## src/rtl/macc_seq_ctrl.sv

```systemverilog
// Sequencer for a 2-stage signed MAC: accepts a dot-product job, streams operand pairs, returns the sum.
// Define MACC_INIT_PSUM_EN to add the LOAD state that seeds each job from init_psum through the MAC external path.
module macc_seq_ctrl #(
    parameter int SIZEIN  = 16,
    parameter int SIZEOUT = 40,
    parameter int CNT_W   = 10
) (
    input  logic               clk,
    input  logic               rst_n,
    input  logic               start,
    input  logic [CNT_W-1:0]   len,
    input  logic [SIZEIN-1:0]  init_psum,
    output logic               busy,
    input  logic               op_valid,
    output logic               op_ready,
    input  logic [SIZEIN-1:0]  op_a,
    input  logic [SIZEIN-1:0]  op_b,
    output logic               res_valid,
    input  logic               res_ready,
    output logic [SIZEOUT-1:0] res_data,
    output logic               mac_gate,
    output logic               mac_exter,
    output logic               mac_clear,
    output logic [SIZEIN-1:0]  mac_a,
    output logic [SIZEIN-1:0]  mac_b,
    output logic [SIZEIN-1:0]  mac_ext_psum,
    output logic [SIZEIN-1:0]  mac_int_psum,
    input  logic [SIZEOUT-1:0] mac_accum
);

    typedef enum logic [2:0] {IDLE, LOAD, RUN, DRAIN, DONE} state_t;

    localparam logic [CNT_W-1:0] CNT_ONE = 1;

    state_t               state;
    logic [CNT_W-1:0]     len_q;
    logic [CNT_W-1:0]     cnt;
    logic [SIZEOUT-1:0]   psum_q;
    logic                 fire;
    logic                 last_fire;

    assign fire      = op_valid & op_ready;
    assign last_fire = fire && ((cnt + CNT_ONE) == len_q);

    // Idle slots inside RUN feed zeros rather than gating, so the pipeline keeps its product.
    assign mac_a        = fire ? op_a : '0;
    assign mac_b        = fire ? op_b : '0;
    assign mac_int_psum = psum_q[SIZEIN-1:0];
    assign res_data     = psum_q;

`ifdef MACC_INIT_PSUM_EN
    logic               mac_exter_q;
    logic [SIZEIN-1:0]  ext_psum_q;
    assign mac_exter    = mac_exter_q;
    assign mac_ext_psum = ext_psum_q;
`else
    logic unused_init;
    assign unused_init  = ^init_psum;
    assign mac_exter    = 1'b0;
    assign mac_ext_psum = '0;
`endif

    always_ff @(posedge clk) begin
        if (!rst_n) begin
            state     <= IDLE;
            len_q     <= '0;
            cnt       <= '0;
            psum_q    <= '0;
            busy      <= 1'b0;
            op_ready  <= 1'b0;
            res_valid <= 1'b0;
            mac_gate  <= 1'b1;
            mac_clear <= 1'b0;
`ifdef MACC_INIT_PSUM_EN
            mac_exter_q <= 1'b0;
            ext_psum_q  <= '0;
`endif
        end else begin
            case (state)
                IDLE: begin
                    if (start) begin
                        len_q     <= len;
                        cnt       <= '0;
                        busy      <= 1'b1;
                        mac_clear <= 1'b1;
`ifdef MACC_INIT_PSUM_EN
                        state       <= LOAD;
                        mac_exter_q <= 1'b1;
                        ext_psum_q  <= init_psum;
`else
                        state     <= RUN;
                        mac_gate  <= 1'b0;
                        op_ready  <= (len != '0);
`endif
                    end
                end
`ifdef MACC_INIT_PSUM_EN
                LOAD: begin
                    psum_q      <= mac_accum;
                    state       <= RUN;
                    mac_exter_q <= 1'b0;
                    ext_psum_q  <= '0;
                    mac_clear   <= 1'b0;
                    mac_gate    <= 1'b0;
                    op_ready    <= (len_q != '0);
                end
`endif
                RUN: begin
                    psum_q    <= mac_accum;
                    mac_clear <= 1'b0;
                    if (fire) begin
                        cnt <= cnt + CNT_ONE;
                    end
                    // Leaving on the last accepted pair lets DRAIN pick up its product one cycle later.
                    if ((cnt == len_q) || last_fire) begin
                        state    <= DRAIN;
                        op_ready <= 1'b0;
                    end
                end
                DRAIN: begin
                    psum_q    <= mac_accum;
                    state     <= DONE;
                    mac_gate  <= 1'b1;
                    res_valid <= 1'b1;
                end
                DONE: begin
                    if (res_ready) begin
                        state     <= IDLE;
                        res_valid <= 1'b0;
                        busy      <= 1'b0;
                    end
                end
                default: begin
                    state <= IDLE;
                end
            endcase
        end
    end

endmodule

```

## config.mk

```make
export PLATFORM = sky130hd
export DESIGN_NAME = macc_seq_ctrl
export DESIGN_NICKNAME = d
export VERILOG_FILES = /design/src/rtl/macc_seq_ctrl.sv
export SDC_FILE = /design/constraint.sdc
export NUM_CORES = 1
export LEC_CHECK = 0
export ABC_AREA = 1
export CORE_MARGIN = 4
export CORE_UTILIZATION = 37
export CTS_CLUSTER_SIZE = 30
export DETAILED_ROUTE_END_ITERATION = 8
export GPL_TIMING_DRIVEN = 1
export PLACE_DENSITY_LB_ADDON = 0.12
export SLEW_MARGIN = 10
export SYNTH_ARGS = -nofsm -noshare
export SYNTH_HDL_FRONTEND = slang
export SYNTH_SLANG_ARGS = --single-unit
```

## constraint.sdc

```tcl
create_clock -name clk -period 2 [get_ports clk]
set_clock_uncertainty 0.05 [all_clocks]
set_input_delay 0.2 -clock clk [delete_from_list [all_inputs] [get_ports clk]]
set_output_delay 0.2 -clock clk [all_outputs]
set_load 0.005 [all_outputs]
```

======== Word-level counts from Yosys, hierarchy flattened ========
Index checks and enable logic that the tools add are counted.
word-level totals
  bits in registers ....................... 68
  output and inout bits ................... 110
  bits of input ports ..................... 103
cells by class
  reductions and logical operators ........ 17
  bitwise operators ....................... 1
  equal/unequal tests ..................... 9
  muxes and demuxes ....................... 19
  $add $sub $neg .......................... 1
operators by type and width
  operator                                                                count
  16-bit two-way mux                                                      2
  10-bit equality test                                                    2
  10-bit two-way mux                                                      2
  10-bit one-hot mux with 2 select lines                                  1
  3-bit one-hot mux with 4 select lines                                   1
  3-bit AND reduction                                                     4
  10-bit by 1-bit adder with 10-bit output (second input constant)        1
  1-bit one-hot mux with 2 select lines                                   5
  10-bit nonzero test                                                     1
  3-bit two-way mux                                                       3
  2-bit != test (second input constant)                                   4
  2-bit AND reduction                                                     4
  2-bit nonzero test                                                      4
  3-bit by 2-bit equality test with 1-bit output (second input constant)  2
  1-bit two-way mux                                                       5
  3-bit equality test (second input constant)                             1
  3-bit zero test                                                         1
  2-bit OR reduction                                                      1
  1-bit bitwise AND                                                       1
  1-bit logical AND                                                       1
  1-bit logical OR                                                        1

======== Logic depth before layout (Yosys ltp) ========
  depth after elaboration ................. 6
  depth in mapped cells ................... 14
  gate-level depth less buffers ........... 14

======== Worst setup path before layout ========
Ideal clock, no wire load.
  path type ............................... reg2reg
  start ................................... register cnt[0]
  end ..................................... register op_ready
  clock period less this slack ............ 1.630 ns
  setup slack ............................. 0.370 ns
  library setup time ...................... 0.115 ns
  path buffers ............................ 0
  required time ........................... 1.835 ns
  data arrival time ....................... 1.465 ns
  cell stages (with the launch flop) ...... 14
  cells stage by stage .................... dfxtp_1 -> ha_1 -> nand2_2 -> clkinv_2 -> nand3_1 -> nor2_1 -> nor2_1 -> nand2_1 -> nor2_1 -> nand3_1 -> nand2_1 -> nand2_2 -> a21oi_1 -> nor2_1
on the way
  word-level cells in the longest chain between the ends .. 6
ends and longest elaborated chain
  what                                      RTL line  source
  from (decl)                               37        logic [CNT_W-1:0] cnt;
  from (signal assigned)                    112       cnt <= cnt + CNT_ONE;
  10-bit by 1-bit adder with 10-bit output  43        assign last_fire = fire && ((cnt + CNT_ONE) == len_q);
  10-bit equality test                      43
  1-bit logical AND                         43
  1-bit logical OR *                        115       if ((cnt == len_q) || last_fire) begin
  2-bit != test (no line) *                 n/a
  3-bit AND reduction (no line) *           n/a
  to (signal assigned)                      93        op_ready <= (len != '0);
  to (decl)                                 15        output logic op_ready,
Every way passes the cells marked *; elsewhere a longest branch is shown, timed or not.
A chain may end at the register's enable or synchronous reset.

======== Worst setup path in the final report ========
  start ................................... register op_ready
  end ..................................... output mac_a[8]
on the way
  word-level cells in the longest chain between the ends .. 2
ends and longest elaborated chain
  what                RTL line  source
  1-bit bitwise AND   42        assign fire = op_valid & op_ready;
  16-bit two-way mux  46        assign mac_a = fire ? op_a : '0;
  to (decl)           24        output logic [SIZEIN-1:0] mac_a,
No other way between the ends.

==> results.cfg <==
[finish]
nets = 780
drive_gt1_share_pct = 6.90
area_growth_pct = 59.9
antennaDiodeCount = 0

[worst_setup_path]
cp_slowest_cell = clkdlybuf4s50_1
r2r_end = op_ready$_SDFFE_PN0P_
critPathTopFamily = buffers and inverters
r2r-start = cnt[1]$_SDFFE_PN0P_
crit_fanout = 19
crit_path_start_kind = flop
required_ns = 1.75
worstSetupPathType = reg2out
crit_arrival_ns = 1.62
critical_path_buf_inv_count = 2
cp_cell_sequence = nand2_1, buf_4, nor2_1, clkdlybuf4s50_1
ff2ff_path_depth = 12
slowest_delay_ns = 0.51
rrSetupSlack_ns = 0.16
end_kind = primary output

[timing]
tns_ns = 0
whs_ns = 0.386
timing.final.crit_share_pct = 93.5
setup_viol = 0
final_max_slew_viol_count = 0
period_minus_slack_ns = 1.87
rsz0062_at_grt = no
max_freq_mhz = 535
hold_violations = 0

[power_and_ir_drop]
p_int_w = 0.00283
p_per_area_nw_per_um2 = 700
vdd_drop_max_mv = 0.441
p_leak_nw = 2.41
clock_power_share_pct = 37.0
p_comb_share_pct = 22.6
seq_power_share_pct = 40.5
power.switching_w = 0.000952
swShare_pct = 25.2

[global_route]
grt_max_degree = 41
grt_pass1_vias = 3652
grt-ovfl-total = 0
grt_usage_pct = 18.6
grt_pass1_wl_um = 16700
antenna_found_initial = 0

[routing]
drt-total-wl_um = 9970
wire_per_inst_um = 12.6
vias = 3614
first_iter_violations = 158
drt-pass1-iter-count = 4
drc = 0
ant_nets = 0
via_per_inst = 4.58

[clock_tree]
clock_path_buffers = 2
post_cts_buffers = 0
h-tree-depth = 3
cts_hold_buf = 0
cts_sinks = 68
clockRootBuffer = clkbuf_8
clkLatencyLatePin_ns = 0.34
cts_tree = built
clk_pin_slew_worst_paths_ns = 0.08
cts_buffers = 9

[logic_synthesis]
yosysUniqueCellTypes = 30
netlist_instances = 509
ys_seq_area_share_pct = 40.3
yosys.area.top_type = dfxtp_1
yosys_warnings = 0
synth_top_area_share_pct = 40.3
synth-seq-cells = 68
syn_avg_cell_area_um2 = 6.63
synth_edf_count = 0
synth_area_um2 = 3370
synthArstFlopShare_pct = 0
ys.flop_type = dfxtp_1
post_synth_main_area_contributors = dfxtp_1 40%, nor2_1 15%, buf_4 7.3%

[placed_design]
io_buffers = 179
dp_hpwl_um = 7650
finalWeightedCongestion = 0.839

[hold_path]
worstHoldStart = mac_accum[21]
hp-class = in2reg
hold_end = res_data[21]$_SDFFE_PN0P_
holdPathStages = 3

[floorplanning]
die_h_um = 104
die_area_um2 = 10700
start_util_pct = 38.3
row_count = 34
core_area_um2 = 8810
io_pins = 213
die_x_um = 104

[outcome]
run_status = finished clean

[job]
timing.max_cap.violations = 0
worst max-delay path by stage:
stage,from,endpoint,slack (ns),cells past startpoint
floorplan,cnt[0]$_SDFFE_PN0P_,op_ready$_SDFFE_PN0P_,0.37,13
global placement,op_valid,mac_a[3],0.12,5
detailed placement,cnt[1]$_SDFFE_PN0P_,op_ready$_SDFFE_PN0P_,0.12,12
CTS,op_ready$_SDFFE_PN0P_,mac_a[8],0.05,4
global route,cnt[1]$_SDFFE_PN0P_,op_ready$_SDFFE_PN0P_,0.02,12
finish,op_ready$_SDFFE_PN0P_,mac_a[8],0.13,4
routing by layer:
metal,global-route usage (%),share of wire [%],vias to the layer above
met5,0,0,-
met4,6.84,1.8,0
met3,7.28,10,13
met2,33.2,48,164
met1,19.9,40,1582
li1,-,-,1855
power groups by stage:
stage	combinational (W)	sequential (W)	clock (W)
after global placement	0.000848	0.00155	0
final	0.000852	0.00153	0.00140
after CTS	0.000862	0.00153	0.00143
after global routing	0.000939	0.00155	0.00148
after detailed placement	0.000858	0.00156	0
after floorplan	0.000360	0.00156	0
flip-flops by register name, indices dropped and copies added, names as in the netlist:
| register | cells |
|---|---|
| res_data | 40 |
| cnt | 10 |
| len_q | 10 |
| state | 3 |
| busy | 1 |
| mac_clear | 1 |
| mac_gate | 1 |
| op_ready | 1 |
| res_valid | 1 |
worst min-delay path, cell delays in order:
cell,delay [ns]
clkdlybuf4s50_1,0.39
nor2_1,0.10
nor2_1,0.05
per-stage QoR:
| step | utilization [%] | worst slack, ns | power (W) | area, um2 | cells |
|---|---|---|---|---|---|
| floorplan | - | 0.370 | 0.00192 | 3430 | 525 |
| finish | 61.3 | 0.130 | 0.00378 | 5400 | 789 |
| global route | 61.3 | 0.0248 | 0.00397 | 5400 | 789 |
| CTS | 61.2 | 0.0458 | 0.00382 | 5390 | 789 |
| global placement | 58.4 | 0.121 | 0.00240 | 5140 | 773 |
| detailed placement | 58.4 | 0.117 | 0.00242 | 5140 | 773 |
cell usage in the layout (no fill, tap or decap), types with 3 or more instances in the layout:
master           instances
clkbuf_8                10
nor3_1                   5
conb_1                  17
buf_4                   13
nand2_1                 64
nor2_1                 132
dfxtp_1                 66
clkdlybuf4s50_1        179
bufinv_16                3
o21ai_0                 47
a21oi_1                 28
nor2_2                   4
inv_1                   64
xor2_1                   4
nand3_1                 16
nand2_2                  4
logic make-up after synthesis:
| family | count (synthesis) | share of synthesized area (%) |
|---|---|---|
| simple gates | 231 | 27.8 |
| buf+inv | 120 | 17.1 |
| compound gates | 82 | 12.7 |
| flops | 68 | 40.3 |
| xor+xnor | 6 | 1.56 |
| fa+ha+maj | 1 | 0.371 |
| other cells | 1 | 0.111 |
synthesized netlist by cell type (2+ instances only):
cell,number
nor2_2,3
clkbuf_1,18
nand3_2,2
a211oi_1,2
o21ai_0,47
dfxtp_1,68
xnor2_1,2
nor3_1,5
inv_2,2
nand2_1,64
nor2_1,133
buf_4,33
inv_1,64
nand3_1,16
nor4_1,2
a21oi_1,28
nand2_2,4
xor2_1,4
area by class of cell:
cell class              instances  area, um2
flip-flops and latches         68       1360
repair buffers                192       1890
inverters                      68        256
multi-input cells             337       1500
clock inverters                 6        111
clock buffers                  10        138
well taps                     108        135
fillers                       784       3410
repair_timing:
action                     in CTS  in global routing
setup endpoints to repair       0                 20
gates resized for setup         0                  3
hold endpoints to repair        0                  0
(Power assumes the default switching activity.)
==> RTL edit: new RTL, same flow settings <==
Change the parameter `CNT_W` from 10 to 9.
--- a/src/rtl/macc_seq_ctrl.sv
+++ b/src/rtl/macc_seq_ctrl.sv
@@ -3,7 +3,7 @@
 module macc_seq_ctrl #(
     parameter int SIZEIN  = 16,
     parameter int SIZEOUT = 40,
-    parameter int CNT_W   = 10
+    parameter int CNT_W   = 9
 ) (
     input  logic               clk,
     input  logic               rst_n,
Ports: changed (resized len); port bits go from 213 to 212. No check against the original RTL was run, so the function may have changed too.
==> RTL edit against the original RTL <==
  * First-iteration DRC count is 7.6% lower
  * Combinational power grew 8.8%
  * Setup slack improved by 0.038 ns
  * Sequential cell count fell by 2
  * Routed wire length down 0.69%
  * Final cell count fell by 2.2%
  * Area after synthesis is 1.3% lower
  * Final area decreased by 2.2%
  * Total power shrank 6.0%
  * Critical path type unchanged
  * Largest cell class unchanged
==> RTL edit: results <==
[route]
drtPass1Iterations = 4
wl_met1_um = 3900
drt-total-wl_um = 9900
met3_wirelength_um = 1230
route.met2.wl_um = 4650
top_layer = met4
viasPerCell = 4.54
drt-initial-drc-count = 146

[cells_and_area]
drive_above_1_share_pct = 7.98
fill_cells = 812
nets = 762

[global_route]
grt.total_usage_pct = 17.7
first_global_vias = 3191
grt_max_degree = 41
grt_pass1_wl_um = 14800

[pwr]
peakVddDrop_v = 0.000448
power_switching_share_pct = 27.5
leakagePower_nw = 2.30

[place]
portBuffers = 178
dp_hpwl_um = 7640
gp_congestion = 0.918
dpl-instance-area_mm2 = 0.00507

[critical_path]
rrSetupSlack_ns = 0.28
critPathMaxStageDelay_ns = 0.53
critPathLaunch = op_ready$_SDFFE_PN0P_
r2r_start = cnt[0]$_SDFFE_PN0P_
critPathCapture = mac_a[2]
cp.arrival_ns = 1.58
r2r_cells = 13
worstReg2RegEnd = op_ready$_SDFFE_PN0P_
cp_max_fo = 6

[yosys]
ys_types = 30
synth_common_cells = 127 x nor2_1, 66 x dfxtp_1, 64 x nand2_1
synthTopCellsByArea = dfxtp_1 40%, nor2_1 14%, buf_4 7.7%, nand2_1 7.2%, o21ai_0 7.1%
synth_flop_cell = dfxtp_1
seq_area_frac_synth_pct = 39.7

[status]
outcome = complete, no violations

[sta]
worst_hold_slack_ns = 0.395

[clock_tree]
clock-root-buffer = clkbuf_8
numCtsBuffers = 9
clockBufferDepth = 2
htreeDepth = 3
## RTL edit: layout make-up
class	instances	area (um^2)	area share (%)
multi-input cells	326	1490	28.3
flip-flops and latches	66	1320	25.1
clock inverters	4	51.3	0.973
inverters	67	251	4.77
well taps	108	135	2.56
repair buffers	189	1880	35.6
clock buffers	12	145	2.75
## RTL edit: cell families after synthesis
logic type / count (synthesis) / share of synthesized area, %
other cells: 1 / 0.113
simple gates: 226 / 29.1
buf+inv: 119 / 17.5
fa+ha+maj: 1 / 0.375
xor+xnor: 4 / 1.05
compound gates: 78 / 12.2
flops: 66 / 39.7
## RTL edit: tightest hold or removal path: stages
cell and delay, ns:
clkdlybuf4s50_1 0.40, nor2_1 0.10, nor2_1 0.05
## RTL edit: how the worst min path moves through the flow
stage	from	end	cells after the start
after floorplan	mac_accum[16]	res_data[16]$_SDFFE_PN0N_	2
after global placement	mac_gate$_SDFFE_PN1P_	mac_gate$_SDFFE_PN1P_	2
after detailed placement	mac_gate$_SDFFE_PN1P_	mac_gate$_SDFFE_PN1P_	2
after CTS	mac_accum[3]	res_data[3]$_SDFFE_PN0N_	3
after global routing	mac_accum[1]	res_data[1]$_SDFFE_PN0N_	3
final	mac_accum[20]	res_data[20]$_SDFFE_PN0N_	3
## RTL edit: layer usage
layer  track usage [%]  vias up
met4              5.88        0
met3              8.59        7
met5                 0        -
met2              28.9      143
li1                  -     1807
met1              20.5     1547
## RTL edit: per-stage QoR
step           setup slack [ns]  cells
6_report                  0.168    772
5_1_grt                  0.0452    772
4_1_cts                  0.0812    772
3_5_place_dp              0.147    756
3_3_place_gp              0.195    756
2_1_floorplan             0.395    511
## RTL edit: timing repair
action	CTS	global route
hold buffers	0	0
endpoints found under the setup margin	0	4
setup buffers	0	0
resized for setup	0	1
hold endpoints to repair	0	0
## RTL edit: power by group through the flow
stage	Combinational (mW)	Sequential (mW)	Clock (mW)
floorplan	0.416	1.53	0
global placement	0.919	1.53	0
detailed placement	0.930	1.53	0
CTS	0.935	1.50	1.15
global route	1.02	1.52	1.21
finish	0.927	1.50	1.12
